<file path="src/rtl/de2_greenled_pwm_driver_pkg.sv">
// Shared constants for the DE2 green-LED PWM driver: Avalon register map, CTRL bit
// positions and register reset values.
package de2_greenled_pwm_driver_pkg;

  localparam logic [1:0] ADDR_DUTY       = 2'd0;
  localparam logic [1:0] ADDR_BLINK_MASK = 2'd1;
  localparam logic [1:0] ADDR_CTRL       = 2'd2;
  localparam logic [1:0] ADDR_FRAME_CNT  = 2'd3;

  localparam int unsigned CTRL_ENABLE_BIT = 0;
  localparam int unsigned CTRL_PHASE_BIT  = 1;

  // Wide enough for any legal PWM_BITS; the user slices the low bits.
  localparam logic [31:0] DUTY_RST   = 32'hFFFF_FFFF;
  localparam logic        ENABLE_RST = 1'b1;

endpackage

</file>
<file path="src/rtl/de2_pwm_timebase.sv">
// Prescaler plus free-running PWM counter; frame_strobe marks the cycle in which the
// PWM counter wraps from all-ones to zero. Everything is held at zero while disabled.
module de2_pwm_timebase #(
  parameter int unsigned PRESCALE = 50,
  parameter int unsigned PWM_BITS = 8
) (
  input  logic                clk,
  input  logic                reset_n,
  input  logic                enable,
  output logic [PWM_BITS-1:0] pwm_cnt,
  output logic                frame_strobe
);

  localparam int unsigned     PRE_W   = (PRESCALE > 2) ? $clog2(PRESCALE) : 1;
  localparam logic [PRE_W-1:0] PRE_MAX = PRE_W'(PRESCALE - 1);

  logic [PRE_W-1:0]    r_pre;
  logic [PWM_BITS-1:0] r_cnt;
  logic                w_tick;

  assign w_tick       = enable && (r_pre == PRE_MAX);
  assign frame_strobe = w_tick && (r_cnt == '1);
  assign pwm_cnt      = r_cnt;

  always_ff @(posedge clk or negedge reset_n) begin
    if (!reset_n) begin
      r_pre <= '0;
      r_cnt <= '0;
    end else if (!enable) begin
      r_pre <= '0;
      r_cnt <= '0;
    end else begin
      r_pre <= w_tick ? '0 : r_pre + 1'b1;
      if (w_tick) begin
        r_cnt <= r_cnt + 1'b1;
      end
    end
  end

endmodule

</file>
<file path="src/rtl/de2_greenled_pwm_driver.sv">
// DE2 green-LED driver: PWM brightness and per-LED blinking applied to the PIO pattern.
// Define DE2_GREENLED_GAMMA_EN for a square-law duty curve; default is linear.
module de2_greenled_pwm_driver
  import de2_greenled_pwm_driver_pkg::*;
#(
  parameter int unsigned NUM_LEDS     = 9,
  parameter int unsigned PWM_BITS     = 8,
  parameter int unsigned PRESCALE     = 50,
  parameter int unsigned BLINK_FRAMES = 64
) (
  input  logic                clk,
  input  logic                reset_n,
  input  logic [NUM_LEDS-1:0] pattern_in,
  input  logic [1:0]          address,
  input  logic                chipselect,
  input  logic                write_n,
  input  logic [31:0]         writedata,
  output logic [31:0]         readdata,
  output logic [NUM_LEDS-1:0] led_out
);

  localparam int unsigned        BLINK_W    = (BLINK_FRAMES > 2) ? $clog2(BLINK_FRAMES) : 1;
  localparam logic [BLINK_W-1:0] BLINK_LAST = BLINK_W'(BLINK_FRAMES - 1);

  logic [PWM_BITS-1:0] r_duty;
  logic [PWM_BITS-1:0] r_duty_active;
  logic [NUM_LEDS-1:0] r_blink_mask;
  logic                r_enable;
  logic [BLINK_W-1:0]  r_blink_cnt;
  logic                r_blink_phase;
  logic [NUM_LEDS-1:0] r_led;

  logic                w_wr;
  logic [PWM_BITS-1:0] w_pwm_cnt;
  logic                w_frame_strobe;
  logic [PWM_BITS-1:0] w_duty_eff;
  logic                w_pwm_on;
  logic                w_unused_wdata;

  assign w_wr           = chipselect && !write_n;
  assign w_unused_wdata = ^writedata;

  de2_pwm_timebase #(
    .PRESCALE (PRESCALE),
    .PWM_BITS (PWM_BITS)
  ) u_timebase (
    .clk          (clk),
    .reset_n      (reset_n),
    .enable       (r_enable),
    .pwm_cnt      (w_pwm_cnt),
    .frame_strobe (w_frame_strobe)
  );

  always_ff @(posedge clk or negedge reset_n) begin
    if (!reset_n) begin
      r_duty       <= DUTY_RST[PWM_BITS-1:0];
      r_blink_mask <= '0;
      r_enable     <= ENABLE_RST;
    end else if (w_wr) begin
      unique case (address)
        ADDR_DUTY:       r_duty       <= writedata[PWM_BITS-1:0];
        ADDR_BLINK_MASK: r_blink_mask <= writedata[NUM_LEDS-1:0];
        ADDR_CTRL:       r_enable     <= writedata[CTRL_ENABLE_BIT];
        default:         ;
      endcase
    end
  end

  // Shadow register: r_duty is sampled before any same-cycle write lands, so a write
  // coinciding with the strobe only takes effect one frame later.
  always_ff @(posedge clk or negedge reset_n) begin
    if (!reset_n) begin
      r_duty_active <= DUTY_RST[PWM_BITS-1:0];
    end else if (w_frame_strobe) begin
      r_duty_active <= r_duty;
    end
  end

`ifdef DE2_GREENLED_GAMMA_EN
  localparam longint unsigned DUTY_MAX = (longint'(1) << PWM_BITS) - 1;
  localparam longint unsigned EFF_RST  = (DUTY_MAX * DUTY_MAX) >> PWM_BITS;

  logic [2*PWM_BITS-1:0] w_duty_sq;
  logic [PWM_BITS-1:0]   r_duty_eff;

  assign w_duty_sq = {{PWM_BITS{1'b0}}, r_duty} * {{PWM_BITS{1'b0}}, r_duty};

  // Squared from the value being shadowed, so the curve lands with duty_active.
  always_ff @(posedge clk or negedge reset_n) begin
    if (!reset_n) begin
      r_duty_eff <= PWM_BITS'(EFF_RST);
    end else if (w_frame_strobe) begin
      r_duty_eff <= w_duty_sq[2*PWM_BITS-1:PWM_BITS];
    end
  end

  assign w_duty_eff = r_duty_eff;
`else
  assign w_duty_eff = r_duty_active;
`endif

  // All-ones is fully on rather than (2^N-1)/2^N.
  assign w_pwm_on = (r_duty_active == '1) || (w_pwm_cnt < w_duty_eff);

  always_ff @(posedge clk or negedge reset_n) begin
    if (!reset_n) begin
      r_blink_cnt   <= '0;
      r_blink_phase <= 1'b0;
    end else if (!r_enable) begin
      r_blink_cnt   <= '0;
      r_blink_phase <= 1'b0;
    end else if (w_frame_strobe) begin
      if (r_blink_cnt == BLINK_LAST) begin
        r_blink_cnt   <= '0;
        r_blink_phase <= !r_blink_phase;
      end else begin
        r_blink_cnt <= r_blink_cnt + 1'b1;
      end
    end
  end

  always_ff @(posedge clk or negedge reset_n) begin
    if (!reset_n) begin
      r_led <= '0;
    end else begin
      r_led <= {NUM_LEDS{r_enable && w_pwm_on}} & pattern_in &
               ~(r_blink_mask & {NUM_LEDS{r_blink_phase}});
    end
  end

  assign led_out = r_led;

  always_comb begin
    readdata = '0;
    unique case (address)
      ADDR_DUTY:       readdata[PWM_BITS-1:0] = r_duty;
      ADDR_BLINK_MASK: readdata[NUM_LEDS-1:0] = r_blink_mask;
      ADDR_CTRL: begin
        readdata[CTRL_ENABLE_BIT] = r_enable;
        readdata[CTRL_PHASE_BIT]  = r_blink_phase;
      end
      ADDR_FRAME_CNT:  readdata[BLINK_W-1:0]  = r_blink_cnt;
      default:         ;
    endcase
  end

endmodule

</file>
<file path="config.mk">
export PLATFORM = sky130hd
export DESIGN_NAME = de2_greenled_pwm_driver
export DESIGN_NICKNAME = d
export VERILOG_FILES = /design/src/rtl/de2_greenled_pwm_driver_pkg.sv /design/src/rtl/de2_pwm_timebase.sv /design/src/rtl/de2_greenled_pwm_driver.sv
export SDC_FILE = /design/constraint.sdc
export NUM_CORES = 1
export LEC_CHECK = 0
export CORE_MARGIN = 1.5
export CORE_UTILIZATION = 55
export DETAILED_ROUTE_END_ITERATION = 8
export DONT_BUFFER_PORTS = 1
export PLACE_DENSITY = 0.7
export SLEW_MARGIN = 20
export SYNTH_ARGS = -nofsm -noshare
export SYNTH_HDL_FRONTEND = slang
export SYNTH_SLANG_ARGS = --single-unit
export TNS_END_PERCENT = 1
</file>
<file path="constraint.sdc">
create_clock -name clk -period 2.3 [get_ports clk]
set_clock_uncertainty 0.15 [all_clocks]
set_input_delay 0.23 -clock clk [delete_from_list [all_inputs] [get_ports clk]]
set_output_delay 0.23 -clock clk [all_outputs]
set_load 0.01 [all_outputs]
</file>
==> results of run 1 <==
[critical path, delay by kind of cell (launching register included)]
family / cells / cell delay, ns
AO/OA/AOI/OAI: 2 / 0.77
adder cells (fa/ha/maj): 1 / 0.32
flip-flops: 1 / 0.54
buffers and inverters: 1 / 0.05
AND/OR/NAND/NOR: 1 / 0.10
[path summary, 6_finish.rpt]
path / from / endpoint / slack, ns / cells past startpoint
setup / recovery: r_duty_active[7]$_DFFE_PN1P_ / led_out[6]$_DFF_PN0_ / 0.22 / 5
min in group asynchronous: reset_n / led_out[5]$_DFF_PN0_ / 0.28 / 2
setup reg to reg: r_duty_active[7]$_DFFE_PN1P_ / led_out[6]$_DFF_PN0_ / 0.22 / 5
hold reg to reg: r_duty[0]$_DFFE_PN1P_ / r_duty_active[0]$_DFFE_PN1P_ / 0.34 / 2
hold / removal: write_n / r_enable$_DFFE_PN1P_ / 0.05 / 2
max in group asynchronous: reset_n / r_duty[0]$_DFFE_PN1P_ / 1.42 / 2
[area by class of cell]
type	count	area (um^2)	area share (%)
clock inverters	3	21.27	0.6415
clock buffers	5	68.82	2.075
well taps	70	87.58	2.642
flip-flops and latches	56	1423	42.91
multi-input cells	213	1423	42.91
repair buffers	25	255.2	7.698
inverters	10	37.54	1.132
[flip-flops by register name (all words and copies together) (netlist names)]
name and cells:
r_blink_mask 9, r_duty_active 8, u_timebase.pwm_cnt 8, led_out 9, r_enable 1, r_duty 8
r_blink_cnt 6, r_blink_phase 1, u_timebase.r_pre 6
[cell families (layout without fill, tap and decap cells)]
family,Yosys count,count (layout),synth area share [%]
AO/OA/AOI/OAI,38,38,7.804
XOR/XNOR,11,11,3.197
adder cells (fa/ha/maj),11,11,4.566
buffers and inverters,44,43,8.759
flip-flops,56,56,47.20
multiplexers,27,27,10.54
other,1,23,0.1244
AND/OR/NAND/NOR,103,103,17.81
[cells in the final DEF, fill, tap and decap left out, types with 4 or more instances in the layout]
cell type / Yosys / layout
buf_4: 23 / 5
nand2_1: 43 / 43
nor2_1: 11 / 11
conb_1: 1 / 23
inv_1: 10 / 10
a211oi_1: 10 / 10
dlygate4sd3_1: 0 / 19
ha_1: 11 / 11
mux2i_1: 7 / 7
xor2_1: 8 / 8
dfrtp_1: 39 / 39
and2_1: 9 / 9
clkbuf_8: 0 / 5
mux2_2: 18 / 18
o21ai_0: 13 / 13
dfstp_2: 17 / 17
nand3_1: 12 / 12
nand4_1: 5 / 5
nor4_1: 4 / 4
[routing by layer]
layer	wire length (um)	vias up
li1	-	998
met1	2672	1068
met2	2878	44
met3	188	8
met4	57	0
met5	0	-
[power groups by stage]
stage                     combinational (uW)  sequential, uW  clock, uW
after global routing                     330            1180        607
after CTS                                295            1160        559
after detailed placement                 241            1180          0
after global placement                   235            1180          0
after floorplan                          254            1160          0
final                                    294            1160        546
[through the flow]
step / worst slack (ns) / util, %
finish: 0.2215 / 63.70
global route: 0.06841 / 63.70
CTS: 0.1307 / 63.58
detailed placement: 0.1613 / 57.67
global placement: 0.2062 / 57.67
floorplan: 0.4423 / -
[timing repair]
item	in CTS	in global routing
buffers inserted	0	0
endpoints found under the setup margin	0	2
hold endpoints to repair	83	0
hold buffers	20	0
gates resized for setup	0	1
==> impl_metrics.toml, run 1 <==
[status]
status = "finished clean"

[sta]
slew-limit-headroom_pct = 49.51
finalSetupViolations = 0
post-route-period-util_pct = 90.37
fin_tns_setup_ns = 0
post-route-min-period_ns = 2.079
hold_viol_final = 0
hold_ws_ns = 0.05110
worstMarginPinSlew_ns = 0.7522
slew_viol_final = 0
rsz0062_at_grt = "no"
max_freq_ghz = 0.4811

[clock_network]
numCtsBuffers = 5
clk_pin_slew_ns = 0.10
cts_tree = "done"
root_buffer = "clkbuf_8"
clock_path_buffers = 2
cts_num_sinks = 56
clock_latency_ns = 0.31
h-tree-depth = 2

[global_route]
grt_use_met2_pct = 35.58
grt_first_pass_wirelength_um = 10100
grtUsageTotal_pct = 21.39
antenna_found_initial = 0
met1_usage_pct = 28.75
first_global_vias = 2120
grt_util_met3_pct = 4.286
grt_start_max_net_pins = 57
top_usage_layer = "met2"
grt_overflow = 0

[placement]
place_hpwl_um = 3966
post-place-cells = 354
portBuffers = 0
placed_area_um2 = 3002
gp_congestion = 0.7965

[drt]
drt-initial-drc-count = 126
dr.pass1.iters = 4
avgViaCountPerCell = 5.545
wl_per_cell_um = 15.17
drt-total-wl_um = 5796
vias = 2118
drc = 0
postRouteAntennaNets = 0

[floorplanning]
rows = 26
die_h_um = 77.03
die_area_um2 = 5934
initial_core_util_pct = 57.91
core_area_um2 = 5205
boundaryPins = 88
chipWidth_um = 77.03

[yosys]
synth_area_per_cell_um2 = 10.36
yosysWarnings = 0
synth_edf_count = 0
syn_area_um2 = 3014
yosysTopAreaCellShare_pct = 32.38
synth_flop_cell = "dfrtp_1"
synthMostInstantiatedCell = "nand2_1"
synth-seq-cells = 56
async_reset_ff_share_pct = 100.0
synth_cell_types = 47
yosysTopAreaCell = "dfrtp_1"
synth.area.top_cells = "dfrtp_1 (32%), dfstp_2 (15%), mux2_2 (6.7%)"
synth_seq_area_share_pct = 47.20
synth_cells = 291
synth_common_cells = "nand2_1 (43), dfrtp_1 (39), buf_4 (23)"

[critical_path]
cp_max_fo = 9
crit_chain = "inv_1 -> ha_1 -> nand4_1 -> o21ai_1 -> a211oi_1"
critPathKind = "reg -> reg"
start_kind = "flip-flop"
max_stage_delay_ns = 0.59
cp.required_ns = 2.30
endpoint_kind = "flip-flop"
slowest_stage = "o21ai_1"
crit_arrival_ns = 2.08

[finish]
final_cell_area_um2 = 3316
n_antenna_cell = 0
fin_cells = 382
area_growth_pct = 10.00
fillers = 436
drive_gt1_share_pct = 18.27
nNetsFinal = 369

[power_and_ir_drop]
clock_power_share_pct = 27.2
p_leak_uw = 0.001459
power.share.switching_pct = 27.52
power_density_nw_per_um2 = 604.7
p_comb_share_pct = 14.7
ir_worst_vdd_v = 0.0003440
finalPower_uw = 2005
power_switching_uw = 551.7
p_seq_share_pct = 58.1
intPower_uw = 1453

[run]
drv_cap = 0

[min_path]
hold_path_class = "in -> reg"
(Power assumes the default switching activity.)
==> run 2, diff against run 1 <==
- GPL_ROUTABILITY_DRIVEN: not set -> 1
- MAX_ROUTING_LAYER: not set -> met4
==> run 2 against run 1 <==
Global-route usage grew 0.70 points. Via count shrank 0.66%. Highest routed layer unchanged. Sequential cell count is the same. Sequential power is essentially flat. Core utilization is the same. Total power grew 0.29%. Largest power group unchanged. Largest cell class unchanged.
==> impl_metrics.toml, run 2 (synthesis results as in run 1) <==
[finish]
final_cell_area_um2 = 3316
layout_commonest_cell = "nand2_1"
nNetsFinal = 369
multi_input_area_um2 = 1423
fillers = 436
ff_latch_area_um2 = 1423
final_cell_mix = "nand2_1 (43), dfrtp_1 (39), conb_1 (23)"
fin_cells = 382
drive_gt1_share_pct = 18.27
n_antenna_cell = 0
area_growth_pct = 10.00

[critical_path]
crit_buf_inv = 1
crit_arrival_ns = 2.09
critPathKind = "reg -> reg"
start_kind = "flip-flop"
max_stage_delay_ns = 0.67
slowest_stage = "o21ai_1"
endpoint_kind = "flip-flop"
cp.required_ns = 2.30
cp_max_fo = 9
critical_path.most_common_cell = "a211oi_1"
crit_chain = "inv_1 -> ha_1 -> a211oi_1 -> o21ai_1 -> a211oi_1"
critPathTopFamily = "compound AO/OA/AOI/OAI gates"

[sta]
rsz0062_at_grt = "no"
post-route-min-period_ns = 2.088
hold_viol_final = 0
post-route-period-util_pct = 90.77
finalSetupViolations = 0
fin_tns_setup_ns = 0
worstMarginPinSlew_ns = 0.8345
slew-limit-headroom_pct = 43.99
slew_viol_final = 0
max_freq_ghz = 0.4790

[power_and_ir_drop]
power_density_nw_per_um2 = 606.4
p_leak_uw = 0.001459
ir_worst_vdd_v = 0.0003441

[floorplanning]
core_area_um2 = 5205
boundaryPins = 88
chipWidth_um = 77.03
rows = 26
initial_core_util_pct = 57.91
die_h_um = 77.03
die_area_um2 = 5934

[clock_network]
post_cts_buffers = 0
clk_pin_slew_ns = 0.10
h-tree-depth = 2
clock_path_buffers = 2
cts_num_sinks = 56
numCtsBuffers = 5
clock_latency_ns = 0.31
root_buffer = "clkbuf_8"
cts_tree = "done"

[global_route]
grt_overflow = 0
grt_start_max_net_pins = 57
first_global_vias = 2108
grt_first_pass_wirelength_um = 10130
antenna_found_initial = 0
grtUsageTotal_pct = 22.09

[drt]
drc = 0
postRouteAntennaNets = 0
drt-total-wl_um = 5819
drt-initial-drc-count = 139
vias = 2104
avgViaCountPerCell = 5.508
dr.pass1.iters = 4
wl_per_cell_um = 15.23

[status]
status = "finished clean"

[placement]
gp_congestion = 0.8078
portBuffers = 0
place_hpwl_um = 3966
placed_area_um2 = 3002
post-place-cells = 354

[min_path]
hold_path_class = "in -> reg"

[run]
drv_cap = 0
==> run 2: cell counts in the layout (fill, tap and decap cells not counted) <==
Identical to the previous run, type by type.
==> run 2: worst reg2reg max path: cells and delay by family, from the launching register on <==
kind,cells,cell delay (ns)
AO/OA/AOI/OAI,3,0.90
flip-flops,1,0.55
adder cells (fa/ha/maj),1,0.27
buffers and inverters,1,0.06
==> run 2: metrics by stage <==
step | utilization, % | worst slack, ns | total power, uW | hold WS (ns)
after floorplan | - | 0.4423 | 1414 | -0.2156
after global placement | 57.67 | 0.2062 | 1414 | -0.2148
after detailed placement | 57.67 | 0.1613 | 1423 | -0.2148
after CTS | 63.58 | 0.1307 | 2016 | 0.04762
after global routing | 63.70 | 0.06889 | 2115 | 0.04842
final | 63.70 | 0.2122 | 2011 | 0.04824
==> run 2: area by class of cell <==
| cell class | count | area share (%) |
|---|---|---|
| flip-flops and latches | 56 | 42.91 |
| multi-input cells | 213 | 42.91 |
| repair buffers | 25 | 7.698 |
| well taps | 70 | 2.642 |
| clock buffers | 5 | 2.075 |
| inverters | 10 | 1.132 |
| clock inverters | 3 | 0.6415 |
==> run 2: timing repair <==
action / in CTS / in global routing
hold endpoints to repair: 83 / 0
resized for setup: 0 / 1
hold buffers: 20 / 0
setup endpoints to repair: 0 / 2
==> run 2: final timing paths <==
check | start | end | slack [ns] | cells past startpoint
max | r_duty_active[1]$_DFFE_PN1P_ | led_out[6]$_DFF_PN0_ | 0.21 | 5
max in group asynchronous | reset_n | r_duty_active[7]$_DFFE_PN1P_ | 1.43 | 2
min reg2reg | r_duty[0]$_DFFE_PN1P_ | r_duty_active[0]$_DFFE_PN1P_ | 0.34 | 2
max reg2reg | r_duty_active[1]$_DFFE_PN1P_ | led_out[6]$_DFF_PN0_ | 0.21 | 5
min in group asynchronous | reset_n | r_blink_cnt[3]$_DFFE_PN0P_ | 0.28 | 2
min | write_n | r_enable$_DFFE_PN1P_ | 0.05 | 2
==> run 2: metal layers <==
layer	vias to the layer above	wire length (um)	global-route usage, %
met5	-	0	-
met4	0	57	5.455
met3	8	176	4.286
met2	39	2837	35.75
met1	1053	2747	28.83
li1	1004	-	-
==> run 2: power by group <==
part	internal, uW	total [uW]	switching, uW
registers	1090	1170	70.7
logic	142	294	153
clock network	217	551	334
==> run 3, diff against run 2 <==
- ABC_AREA: not set -> 1
==> run 3 against run 2 <==
Sequential cell count did not move. Register-to-register slack improved by 0.12 ns. Final cell count rose by 19%. Clock power rose by 19%. Sequential power barely moved. Total power rose by 5.9%. Synthesized area rose by 0.50%. Combinational power rose by 2%. Non-clock buffer count fell by 2. Critical path depth rose by 4. Global-route usage rose by 0.38 points. Maximum frequency rose by 6.1%. Highest routed layer unchanged.
==> impl_metrics.toml, run 3 <==
[status]
status = "finished clean"

[power_and_ir_drop]
power.share.switching_pct = 28.14
p_seq_share_pct = 55.0
intPower_uw = 1531
power_switching_uw = 599.2
p_leak_uw = 0.001588
clock_power_share_pct = 30.8
ir_worst_vdd_v = 0.0004985
power_density_nw_per_um2 = 639.7
p_comb_share_pct = 14.1

[clock_network]
numCtsBuffers = 5
h-tree-depth = 2
cts_num_sinks = 56
cts_tree = "done"
root_buffer = "clkbuf_8"
cts-resized-gates = 0
clock_latency_ns = 0.31
clk_pin_slew_ns = 0.10
clock_path_buffers = 2

[yosys]
yosysTopAreaCellShare_pct = 32.22
yosysWarnings = 0
synth-seq-cells = 56
synth_seq_area_share_pct = 46.96
synth_area_per_cell_um2 = 8.391
yosysTopAreaCell = "dfrtp_1"
syn_area_um2 = 3029
async_reset_ff_share_pct = 100.0
synth_cell_types = 38
synth_common_cells = "nand2_1 (88), inv_1 (44), dfrtp_1 (39)"
synth_cells = 361
synth_flop_cell = "dfrtp_1"
synth.area.top_cells = "dfrtp_1 (32%), dfstp_2 (15%), nand2_1 (11%)"
synth_edf_count = 0
synthMostInstantiatedCell = "nand2_1"

[placement]
place_ws_ns = 0.3343
gp_congestion = 0.8863
place_hpwl_um = 4241
post-place-cells = 425
portBuffers = 0

[critical_path]
crit_chain = "inv_1 -> ha_1 -> a21oi_1 -> nor2_1 -> nor3_1 -> nand2_1 -> nand2_1 -> nand2_1 -> nor2_1"
slowest_stage = "dfstp_2"
critical_path.most_common_cell = "nand2_1"
crit_arrival_ns = 2.06
cp_max_fo = 9
endpoint_kind = "flip-flop"
start_kind = "flip-flop"
cp.required_ns = 2.39
max_stage_delay_ns = 0.53
reg2regPathDepth = 9
reg2reg_slack_ns = 0.33
critPathKind = "reg -> reg"

[floorplanning]
die_area_um2 = 5961
die_h_um = 77.21
core_area_um2 = 5205
chipWidth_um = 77.21
rows = 26
initial_core_util_pct = 58.20
boundaryPins = 88

[finish]
final_core_util_pct = 63.97
fin_cells = 454
nNetsFinal = 441
area_growth_pct = 9.913
drive_gt1_share_pct = 12.50
n_antenna_cell = 0
layout_commonest_cell = "nand2_1"
final_cell_mix = "nand2_1 (88), inv_1 (44), dfrtp_1 (39)"

[global_route]
grt_first_pass_wirelength_um = 10250
grt_start_max_net_pins = 57
first_global_vias = 2188
grt_overflow = 0
antenna_found_initial = 0
grtUsageTotal_pct = 22.47

[sta]
final.setup.worst_slack_ns = 0.3313
post-route-period-util_pct = 85.60
post-route-min-period_ns = 1.969
rsz0062_at_grt = "no"
fin_tns_setup_ns = 0
finalSetupViolations = 0
hold_ws_ns = 0.1786
max_freq_ghz = 0.5079
slew_viol_final = 0
hold_viol_final = 0

[drt]
drc = 0
wl_per_cell_um = 13.08
vias = 2269
dr.pass1.iters = 4
drt-initial-drc-count = 125
avgViaCountPerCell = 4.998
drt-total-wl_um = 5939
postRouteAntennaNets = 0

[min_path]
min_path_cells = 3
hold_path_class = "in -> reg"

[run]
drv_cap = 0
[run 3: cell types whose count changed after synthesis, sizes merged, moves of 5 or more]
cell	previous run	this run
and2	9	0
mux2	18	0
nor2	11	40
nor3	1	6
mux2i	7	0
a21oi	3	8
xor2	8	2
o21ai	16	38
a211oi	10	0
clkbuf	6	1
inv	10	46
nand2	43	92
[run 3: cells by family after synthesis]
family / count (synthesis) / share of synthesized area [%]
other: 1 / 0.1238
adders and majority gates: 11 / 4.544
DFF: 56 / 46.96
buffers and inverters: 76 / 13.26
xor gates and xnor gates: 3 / 0.8676
and+or+nand+nor: 158 / 23.83
AOI/OAI and AO/OA: 56 / 10.41
[run 3: cell type report]
type / instances / area (um^2)
clock buffer: 5 / 68.82
clock inverter: 3 / 47.55
fill: 446 / 1876
inverter: 46 / 172.7
multi-input combinational: 251 / 1287
sequential: 56 / 1423
tap: 70 / 87.58
timing repair buffer: 23 / 242.7
[run 3: power groups by stage]
stage	clock (uW)	combinational, uW	sequential, uW
after floorplan	0	243	1150
after global placement	0	239	1190
after detailed placement	0	246	1190
after CTS	670	302	1170
after global routing	707	348	1190
final	657	301	1170
[run 3: what timing repair did]
item                                   CTS  global route
hold buffers                            21             0
setup buffers                            0             0
endpoints found under the hold margin   83             0
[run 3: worst paths after layout]
kind	startpoint	endpoint
max in group asynchronous	reset_n	r_duty_active[0]$_DFFE_PN1P_
hold / removal	address[1]	r_blink_mask[4]$_DFFE_PN0P_
min in group asynchronous	reset_n	u_timebase.pwm_cnt[5]$_DFFE_PN0P_
setup / recovery	r_duty_active[5]$_DFFE_PN1P_	led_out[2]$_DFF_PN0_
hold reg to reg	r_duty[5]$_DFFE_PN1P_	r_duty_active[5]$_DFFE_PN1P_
setup reg to reg	r_duty_active[5]$_DFFE_PN1P_	led_out[2]$_DFF_PN0_
[run 3: layer usage]
layer	vias up	share of wire [%]	track usage (%)
met4	0	2.3	8.364
met2	55	48	35.96
li1	1146	-	-
met1	1054	46	27.98
met3	14	3.7	4.881
met5	-	0	-
[run 3: critical path: cells and delay by family, from the launching register on]
kind	cells	cell delay (ns)
fa+ha+maj	1	0.31
buf+inv	1	0.06
flops	1	0.53
simple gates	6	0.71
compound gates	1	0.13
[run 3: stage by stage]
step                      instance area, um^2  power (uW)
after floorplan                          3112        1395
after global placement                   2985        1424
after detailed placement                 2985        1435
after CTS                                3329        2143
after global routing                     3329        2240
final                                    3329        2130
